File: config.mk
export PLATFORM = sky130hd
export DESIGN_NAME = gray_deserializer_fb
export DESIGN_NICKNAME = d
export VERILOG_FILES = /design/src/rtl/gray_deserializer_fb.sv
export SDC_FILE = /design/constraint.sdc
export NUM_CORES = 1
export LEC_CHECK = 0
export BUFFER_PORTS_ARGS = -buffer_cell sky130_fd_sc_hd__buf_2
export CELL_PAD_IN_SITES_DETAIL_PLACEMENT = 2
export CELL_PAD_IN_SITES_GLOBAL_PLACEMENT = 2
export CORE_MARGIN = 8
export CORE_UTILIZATION = 34
export CTS_CLUSTER_SIZE = 12
export DETAILED_ROUTE_END_ITERATION = 12
export HOLD_SLACK_MARGIN = 0.08
export PLACE_DENSITY = 0.73
export SLEW_MARGIN = 25
export SYNTH_ARGS = -nofsm -noshare
export SYNTH_HDL_FRONTEND = slang
export SYNTH_SLANG_ARGS = --single-unit
File: constraint.sdc
create_clock -name clk_ext -period 2.2 [get_ports clk_ext]
set_input_delay 0.11 -clock clk_ext [delete_from_list [all_inputs] [get_ports clk_ext]]
set_output_delay 0.11 -clock clk_ext [all_outputs]
set_load 0.05 [all_outputs]
File: src/rtl/gray_deserializer_fb.sv
// gray_deserializer_fb
// Recovers a 10-bit word from a serial feedback stream in which slot k is
// transmitted 2^(9-k) times per 1024-cycle frame (binary-reflected "ruler"
// ordering). The slot of each cycle is the trailing-zero count of cnt+1;
// cnt=1023 is the idle slot, where the completed frame is published.
//
// Ports
//   clk_ext      : sole clock, rising edge
//   rst_ext      : synchronous, active-high reset (highest priority)
//   en           : advance enable; low freezes all state
//   frame_sync   : single-cycle resync pulse, restarts the frame at cnt=0
//   ser_in       : serial bitstream
//   word_out     : recovered word, bit k = value carried in slot k
//   weight_out   : number of ones sampled over the last completed frame
//   frame_valid  : one-cycle pulse when the outputs update
//   frame_err    : last completed frame saw a slot with differing samples
module gray_deserializer_fb #(
  parameter int ALIGN_DLY = 0
) (
  input  logic       clk_ext,
  input  logic       rst_ext,
  input  logic       en,
  input  logic       frame_sync,
  input  logic       ser_in,
  output logic [9:0] word_out,
  output logic [9:0] weight_out,
  output logic       frame_valid,
  output logic       frame_err
);

  logic       s;

  logic [9:0] cnt_q, cnt_d;
  logic [9:0] shadow_q, shadow_d;
  logic [9:0] seen_q, seen_d;
  logic       err_q, err_d;
  logic [9:0] acc_q, acc_d;
  logic [9:0] word_q, word_d;
  logic [9:0] weight_q, weight_d;
  logic       fv_q, fv_d;
  logic       ferr_q, ferr_d;

  logic [9:0] cnt_inc;
  logic [9:0] slot_oh;
  logic       idle;

  // Alignment delay line; it only moves on enabled cycles so that an en gap
  // does not slip the stream against the slot counter.
  generate
    if (ALIGN_DLY == 0) begin : g_nodly
      assign s = ser_in;
    end else begin : g_dly
      logic [ALIGN_DLY-1:0] dly_q, dly_d;

      always_comb begin
        dly_d = dly_q;
        if (en) dly_d = (dly_q << 1) | ALIGN_DLY'(ser_in);
      end

      always_ff @(posedge clk_ext) begin
        if (rst_ext) dly_q <= '0;
        else         dly_q <= dly_d;
      end

      assign s = dly_q[ALIGN_DLY-1];
    end
  endgenerate

  // Lowest set bit of cnt+1 as a one-hot slot select. At cnt=1023 the
  // 10-bit increment wraps to zero, so no slot is selected: the idle slot.
  assign cnt_inc = cnt_q + 10'd1;
  assign slot_oh = cnt_inc & (~cnt_inc + 10'd1);
  assign idle    = (cnt_q == 10'h3FF);

  always_comb begin
    cnt_d    = cnt_q;
    shadow_d = shadow_q;
    seen_d   = seen_q;
    err_d    = err_q;
    acc_d    = acc_q;
    word_d   = word_q;
    weight_d = weight_q;
    fv_d     = 1'b0;
    ferr_d   = ferr_q;

    if (frame_sync) begin
      // Resync wins over the idle slot: the partial frame is dropped and the
      // published outputs are left untouched.
      cnt_d  = '0;
      seen_d = '0;
      err_d  = 1'b0;
      acc_d  = '0;
    end else if (en) begin
      cnt_d = cnt_inc;
      if (idle) begin
        word_d   = shadow_q;
        weight_d = acc_q;
        ferr_d   = err_q;
        fv_d     = 1'b1;
        seen_d   = '0;
        err_d    = 1'b0;
        acc_d    = '0;
      end else begin
        if (|(seen_q & slot_oh & (shadow_q ^ {10{s}}))) err_d = 1'b1;
        shadow_d = (shadow_q & ~slot_oh) | (slot_oh & {10{s}});
        seen_d   = seen_q | slot_oh;
        acc_d    = acc_q + {9'd0, s};
      end
    end
  end

  always_ff @(posedge clk_ext) begin
    if (rst_ext) begin
      cnt_q    <= '0;
      shadow_q <= '0;
      seen_q   <= '0;
      err_q    <= 1'b0;
      acc_q    <= '0;
      word_q   <= '0;
      weight_q <= '0;
      fv_q     <= 1'b0;
      ferr_q   <= 1'b0;
    end else begin
      cnt_q    <= cnt_d;
      shadow_q <= shadow_d;
      seen_q   <= seen_d;
      err_q    <= err_d;
      acc_q    <= acc_d;
      word_q   <= word_d;
      weight_q <= weight_d;
      fv_q     <= fv_d;
      ferr_q   <= ferr_d;
    end
  end

  assign word_out    = word_q;
  assign weight_out  = weight_q;
  assign frame_valid = fv_q;
  assign frame_err   = ferr_q;

endmodule

# Word-level counts from Yosys, hierarchy flattened
# Cells that the tools add are included.
# totals
ff_bits,63
out_inout_bits,22
elab_cells,38
input_bits,5
# op_classes
eq_ne,1
reduce_logical,7
muxes,5
n_bitwise,13
add_sub_neg,3
# ops
cell,count
AND 10 bit,5
"adder 10 x 1 -> 10 bit, second input constant",2
two-way mux 10 bit,2
inverter 10 bit,2
OR 10 bit,2
adder 10 x 1 -> 10 bit,1
"== test 10 bit, second input constant",1
OR reduction 10 bit,1
bitwise XOR 10 bit,1
AND reduction 3 bit,2
two-way mux 1 bit,3
inverter 1 bit,3
OR reduction 3 bit,1
AND reduction 2 bit,1
nonzero test 2 bit,1
OR reduction 2 bit,1

# Logic depth before layout (Yosys ltp)
# Gate-level depths: netlist (run 1).
# logic_depth
word_depth,9
ltp_mapped,9
depth_no_buf,8

# Worst setup path after synthesis (run 1)
# Ideal clock, no wire load.
# synth_timing
path_type,reg2reg
startpoint,reg cnt_q[0]
endpoint,reg err_q
stages_incl_launch_ff,9
setup_slack_ns,0.260
setup_time_ns,0.088
synth_period_minus_slack_ns,1.940
arrival_ns,1.852
t_required_ns,2.112
n_path_buf,1
cell_sequence,dfxtp_1 ha_1 clkbuf_1 nand4_1 o22a_1 a211oi_2 a32oi_1 and4_4 a311oi_2
# synth_between
elab_chain_cells,9
elab_cells_between_ends,11
classes_between,add/sub (2); eq/ne (1); mux (1); bitwise (4); reduce/logical (3)
# synth_rtl
item,line_no,source
from (decl),33,"logic [9:0] cnt_q, cnt_d;"
from (signal assigned),124,cnt_q <= cnt_d;
adder 10 x 1 -> 10 bit,71,assign cnt_inc = cnt_q + 10'd1;
inverter 10 bit,72,assign slot_oh = cnt_inc & (~cnt_inc + 10'd1);
adder 10 x 1 -> 10 bit,72,
AND 10 bit,72,
AND 10 bit (2 in a row),104,if (|(seen_q & slot_oh & (shadow_q ^ {10{s}}))) err_d = 1'b1;
OR reduction 10 bit,104,
nonzero test 2 bit (no line),--,
AND reduction 2 bit (no line),--,
to (signal assigned),127,err_q <= err_d;
to (decl),36,"logic err_q, err_d;"
# Parallel ways exist; a longest one is shown, timed or not.
# A chain may end at the register's enable or synchronous reset.

# Worst setup path after layout (run 1)
# Ends and elaborated chain as after synthesis.

==> results.cfg, run 1 <==
[sta]
hold_ws_ns = 0.173
report.final.slew_viol_count = 0
max_freq_mhz = 460
hold_viol = 0
maxSlewHeadroom = 0.604
worst_pin_slew_ns = 0.595
finClkSkew_ns = 0.0118
layout_min_cycle_time_ns = 2.17
setup_violations = 0
period_share = 0.988
worst_slack_ns = 0.0254

[cells_and_area]
syn2layout_area_growth_pct = 20.6
nets = 417
drive_gt1_frac = 0.209
n_antenna_cell = 0

[worst_setup_path]
arrival_ns = 2.42
crit_type = reg2reg
crit_path_end_kind = register
start_kind = register
cp_top_family = simple AND/OR/NAND/NOR gates
path_buf_inv = 1
crit_chain = ha_2, buf_6, or3_4, o22a_4, nor3_2, o211ai_1, and4_4, a311oi_2
cp.required_ns = 2.44
cp_slowest_cell = dfxtp_1
cp_max_fo = 11
max_stage_delay_ns = 0.33

[routing]
wl_um = 9220
avgRoutedWirePerCell_um = 17.7
num_vias = 2787
drt_first_iter_violations = 87
drt-pass1-iter-count = 4
vias_per_cell = 5.36
drc = 0
ant_nets = 0

[placement]
dp_slack_ns = 0.00990
port_buffers = 26
gp_congestion = 0.748
dp_hpwl_um = 6360

[clock_tree]
hold_buffers = 0
cts_buffers = 9
cts_tree = built
clk_latency_ns = 0.34
cts.reportedPaths.clkPinSlew_ns = 0.08
cts.sinks = 63
root_buffer = clkbuf_8
cts-htree-levels = 3
clockBufferDepth = 2

[worst_hold_path]
hold_path.class = in2reg

[yosys]
yosysWarnings = 0
seq_area_frac_synth = 0.414
avgSynthCellArea_um2 = 8.14
synth_area_um2 = 3040
synth_seq_cells = 63
netlist_instances = 374
synthDistinctLibCells = 49
syn-num-nets = 384

[floorplan]
ios = 27
die_h_um = 111
start_util = 0.349
die-area_um2 = 12200
dieWidth_um = 111
core_um2 = 8720
num_rows = 34

[power_and_ir_drop]
swShare = 0.238
power_frac_comb = 0.048
clkPwrFrac = 0.482
internal_power_uw = 1860
ir_worst_vdd_mv = 0.373
p_leak_uw = 0.00144
p_sw_uw = 581
p_per_area_nw_per_um2 = 665
pwr-share-seq = 0.470

[job]
drv_cap = 0

[run_status]
status = completed

[global_route]
grt_antenna_before_repair = 0
grt_pass1_wl_um = 14900
grt_max_degree = 32
grt_pass1_vias = 2952
grt.total_usage = 0.147
grt_overflow = 0
-- cell usage in the layout, fill, tap and decap left out, types with 4 or more instances in the layout --
cell,netlist,final
mux2i_1,7,7
a21oi_1,38,38
clkbuf_8,0,10
nand2b_1,7,7
a31oi_1,7,6
dfxtp_1,63,62
xnor2_1,4,4
buf_4,3,19
xor2_1,26,26
nand3_1,20,20
nor2_1,40,40
inv_1,5,5
nand2_1,62,62
buf_2,11,26
and2_1,4,4
nand4_1,9,9
and3_1,10,10
-- kinds of logic (layout without fill, tap and decap cells) --
| group | count (synthesis) | in the layout | share of synthesized area |
|---|---|---|---|
| and+or+nand+nor | 169 | 169 | 0.262 |
| DFF | 63 | 63 | 0.414 |
| buffers and inverters | 32 | 70 | 0.0502 |
| xor gates and xnor gates | 30 | 30 | 0.0863 |
| muxes | 7 | 7 | 0.0230 |
| adders and majority gates | 5 | 5 | 0.0206 |
| AOI/OAI and AO/OA | 68 | 68 | 0.144 |
-- final cells by class --
type                    instances  area, um2
inverters                       5       18.8
repair buffers                 49        327
well taps                     108        135
clock buffers                  10        138
flip-flops and latches         63       1260
multi-input cells             279       1700
fillers                       986       5050
clock inverters                 6       92.6
-- worst min-delay path, stage by stage --
cell and delay [ns]:
buf_2 0.16, o2111ai_1 0.12, a21oi_1 0.07
-- layer usage --
metal | global-route usage | share of wire | vias up
met5 | 0 | 0 | -
met4 | 0.0586 | 0.015 | 0
met3 | 0.0335 | 0.024 | 7
met2 | 0.264 | 0.52 | 30
met1 | 0.164 | 0.44 | 1411
li1 | - | - | 1339
-- power by group through the flow --
stage,Clock [uW],Combinational (uW),Sequential [uW]
after floorplan,0,67.3,1170
after global placement,0,109,1170
after detailed placement,0,111,1170
after CTS,1200,114,1150
after global routing,1260,127,1150
final,1180,116,1150
-- worst paths after layout --
kind	cells after the start	slack, ns	endpoint	startpoint
worst max-delay path	8	0.03	err_q	cnt_q[0]
worst min-delay path	3	0.17	register	ser_in
worst max register to register	8	0.03	err_q	cnt_q[0]
worst min register to register	2	0.45	weight_out[5]	weight_out[5]
-- through the flow --
stage	instance area, um2	total power [uW]	util	std cells	TNS [ns]
floorplan	3040	1240	-	374	0
global route	3670	2540	0.421	520	-0.0536
global placement	3350	1280	0.384	503	0
finish	3670	2440	0.421	520	0
detailed placement	3350	1290	0.384	503	0
CTS	3610	2460	0.414	520	-0.00295
-- synth_stat cells, drive strengths merged --
library cell  count  area [um2]
nand2b            7        43.8
ha                5        62.6
a21oi            38         190
nor3              3        20.0
or2               3        18.8
a41oi             1        16.3
xnor2             4        35.0
nor2b             1        6.26
buf              15        88.8
a32oi             2        17.5
a21bo             1        10.0
or4b              1        10.0
a211oi            3        27.5
dfxtp            63        1260
inv               5        18.8
and2              4        25.0
clkbuf           12        45.0
nand3            20         100
nand4             9        56.3
and4              2        20.0
a311oi            1        15.0
or3               2        12.5
and3b             1        8.76
a31oi             8        56.3
o31ai             3        27.5
o21ai             5        25.0
nor2             40         150
o211ai            1        7.51
nor3b             1        7.51
nand3b            1        7.51
nand2            63         239
o21ba             1        10.0
a21boi            1        7.51
nand4b            1        8.76
xor2             26         228
mux2i             7        70.1
o2111ai           2        17.5
and3             10        62.6
o22a              1        8.76
-- what timing repair did --
item	in CTS	in global routing
setup buffers	1	0
endpoints found under the hold margin	0	0
pin swaps	2	4
gates resized for setup	6	13
endpoints found under the setup margin	11	27
No activity file was read; power rests on OpenSTA's default activity.
==> run 2, diff against run 1 <==
CORE_MARGIN = 4   (was 8)
==> results.cfg, run 2 (same netlist as run 1, synthesis figures left out) <==
[run_status]
status = completed

[routing]
dr_wl_met3_um = 190
drc = 0
drt_first_iter_violations = 55
drt-pass1-iter-count = 4
wl_met2_um = 4490
top_layer_used = met4
avgRoutedWirePerCell_um = 16.7
wl_met1_um = 3890
vias_per_cell = 5.24
wl_um = 8730
num_vias = 2741
ant_nets = 0

[cells_and_area]
nets = 420
syn2layout_area_growth_pct = 20.3
final_common_cell = nand2_1
drive_gt1_frac = 0.212
n_antenna_cell = 0
final_cell_mix = nand2_1, dfxtp_1, nor2_1
nFillCells = 1016
final_area_um2 = 3660

[sta]
finClkSkew_ns = 0.00916
period_share = 0.959
max_freq_mhz = 474
layout_min_cycle_time_ns = 2.11
maxSlewHeadroom = 0.714
hold_ws_ns = 0.161
hold_viol = 0
report.final.slew_viol_count = 0
worst_pin_slew_ns = 0.429
setup_violations = 0

[floorplan]
core_um2 = 8720
start_util = 0.349
die_h_um = 103
num_rows = 34
dieWidth_um = 103
die-area_um2 = 10500
ios = 27

[placement]
dp_hpwl_um = 6110
port_buffers = 26
gp_congestion = 0.824
placed_area_um2 = 3370

[clock_tree]
hold_buffers = 0
clk_latency_ns = 0.35
clockBufferDepth = 2
cts.reportedPaths.clkPinSlew_ns = 0.07
cts-htree-levels = 3
cts.sinks = 63
cts_buffers = 9
root_buffer = clkbuf_8
cts_tree = built

[global_route]
grt_pass1_wl_um = 14300
grt_pass1_vias = 2920
grt_max_degree = 32
grt_overflow = 0
grt_antenna_before_repair = 0
grt.total_usage = 0.176

[worst_setup_path]
cp-startpoint = cnt_q[3]
r2r-start = cnt_q[3]
cp.required_ns = 2.46
crit_chain = buf_4, or3_1, o22a_2, a211oi_2, a32oi_1, and4_4, a311oi_2
cp_slowest_cell = or3_1
cp_top_family = compound AO/OA/AOI/OAI gates
max_stage_delay_ns = 0.38
crit_type = reg2reg
crit_path_end_kind = register
start_kind = register
cp_max_fo = 9
path_buf_inv = 1
arrival_ns = 2.37

[power_and_ir_drop]
p_per_area_nw_per_um2 = 627
internal_power_uw = 1710
power_frac_comb = 0.053
ir_worst_vdd_mv = 0.246
total_power_uw = 2300
p_sw_uw = 583
clkPwrFrac = 0.447
swShare = 0.254
p_leak_uw = 0.00145
pwr-share-seq = 0.500

[job]
drv_cap = 0

[worst_hold_path]
hp-start = ser_in
hold_path.class = in2reg
[run 2: changes by cell type in the layout (fill, tap and decap cells not counted), sizes merged]
cell / delta
buf: +3
clkinv: +2
bufinv: -1
clkbuf: -1
[run 2: layer usage]
| metal | GRT usage | up-vias |
|---|---|---|
| met5 | 0 | - |
| met4 | 0.0696 | 0 |
| met3 | 0.0298 | 12 |
| met2 | 0.318 | 26 |
| met1 | 0.206 | 1359 |
| li1 | - | 1344 |
[run 2: worst paths after layout]
check | to | slack, ns | cells past startpoint
worst max register to register | err_q | 0.09 | 7
worst max-delay path | err_q | 0.09 | 7
worst min register to register | weight_out[4] | 0.45 | 2
worst min-delay path | register | 0.16 | 3
[run 2: power by group through the flow]
stage          sequential (uW)  combinational, uW  clock (uW)
2_1_floorplan             1170               67.3           0
3_3_place_gp              1170                110           0
3_5_place_dp              1170                113           0
4_1_cts                   1150                115        1060
5_1_grt                   1150                135        1130
6_report                  1150                122        1030
[run 2: tightest hold or removal path, cell delays in order]
cell and delay (ns):
buf_2 0.16, o2111ai_1 0.13, a21oi_1 0.06
[run 2: area by class of cell]
type | count | area, um2 | share of cell area
clock buffers | 9 | 124 | 0.0338
clock inverters | 7 | 72.6 | 0.0198
inverters | 5 | 18.8 | 0.00513
multi-input cells | 279 | 1680 | 0.459
flip-flops and latches | 63 | 1270 | 0.346
well taps | 108 | 135 | 0.0369
repair buffers | 52 | 362 | 0.0988
[run 2: stage by stage]
step | TNS [ns] | cells | setup WS [ns] | util
finish | 0 | 523 | 0.0900 | 0.420
floorplan | 0 | 374 | 0.260 | -
CTS | 0 | 520 | 0.00363 | 0.409
global route | -0.0296 | 523 | -0.0240 | 0.420
detailed placement | -0.289 | 504 | -0.0228 | 0.387
global placement | 0 | 504 | 0.0698 | 0.387
[run 2: timing repair]
item | CTS | global route
pin swaps | 0 | 3
buffers inserted | 0 | 3
setup endpoints to repair | 14 | 24
resized for setup | 1 | 17
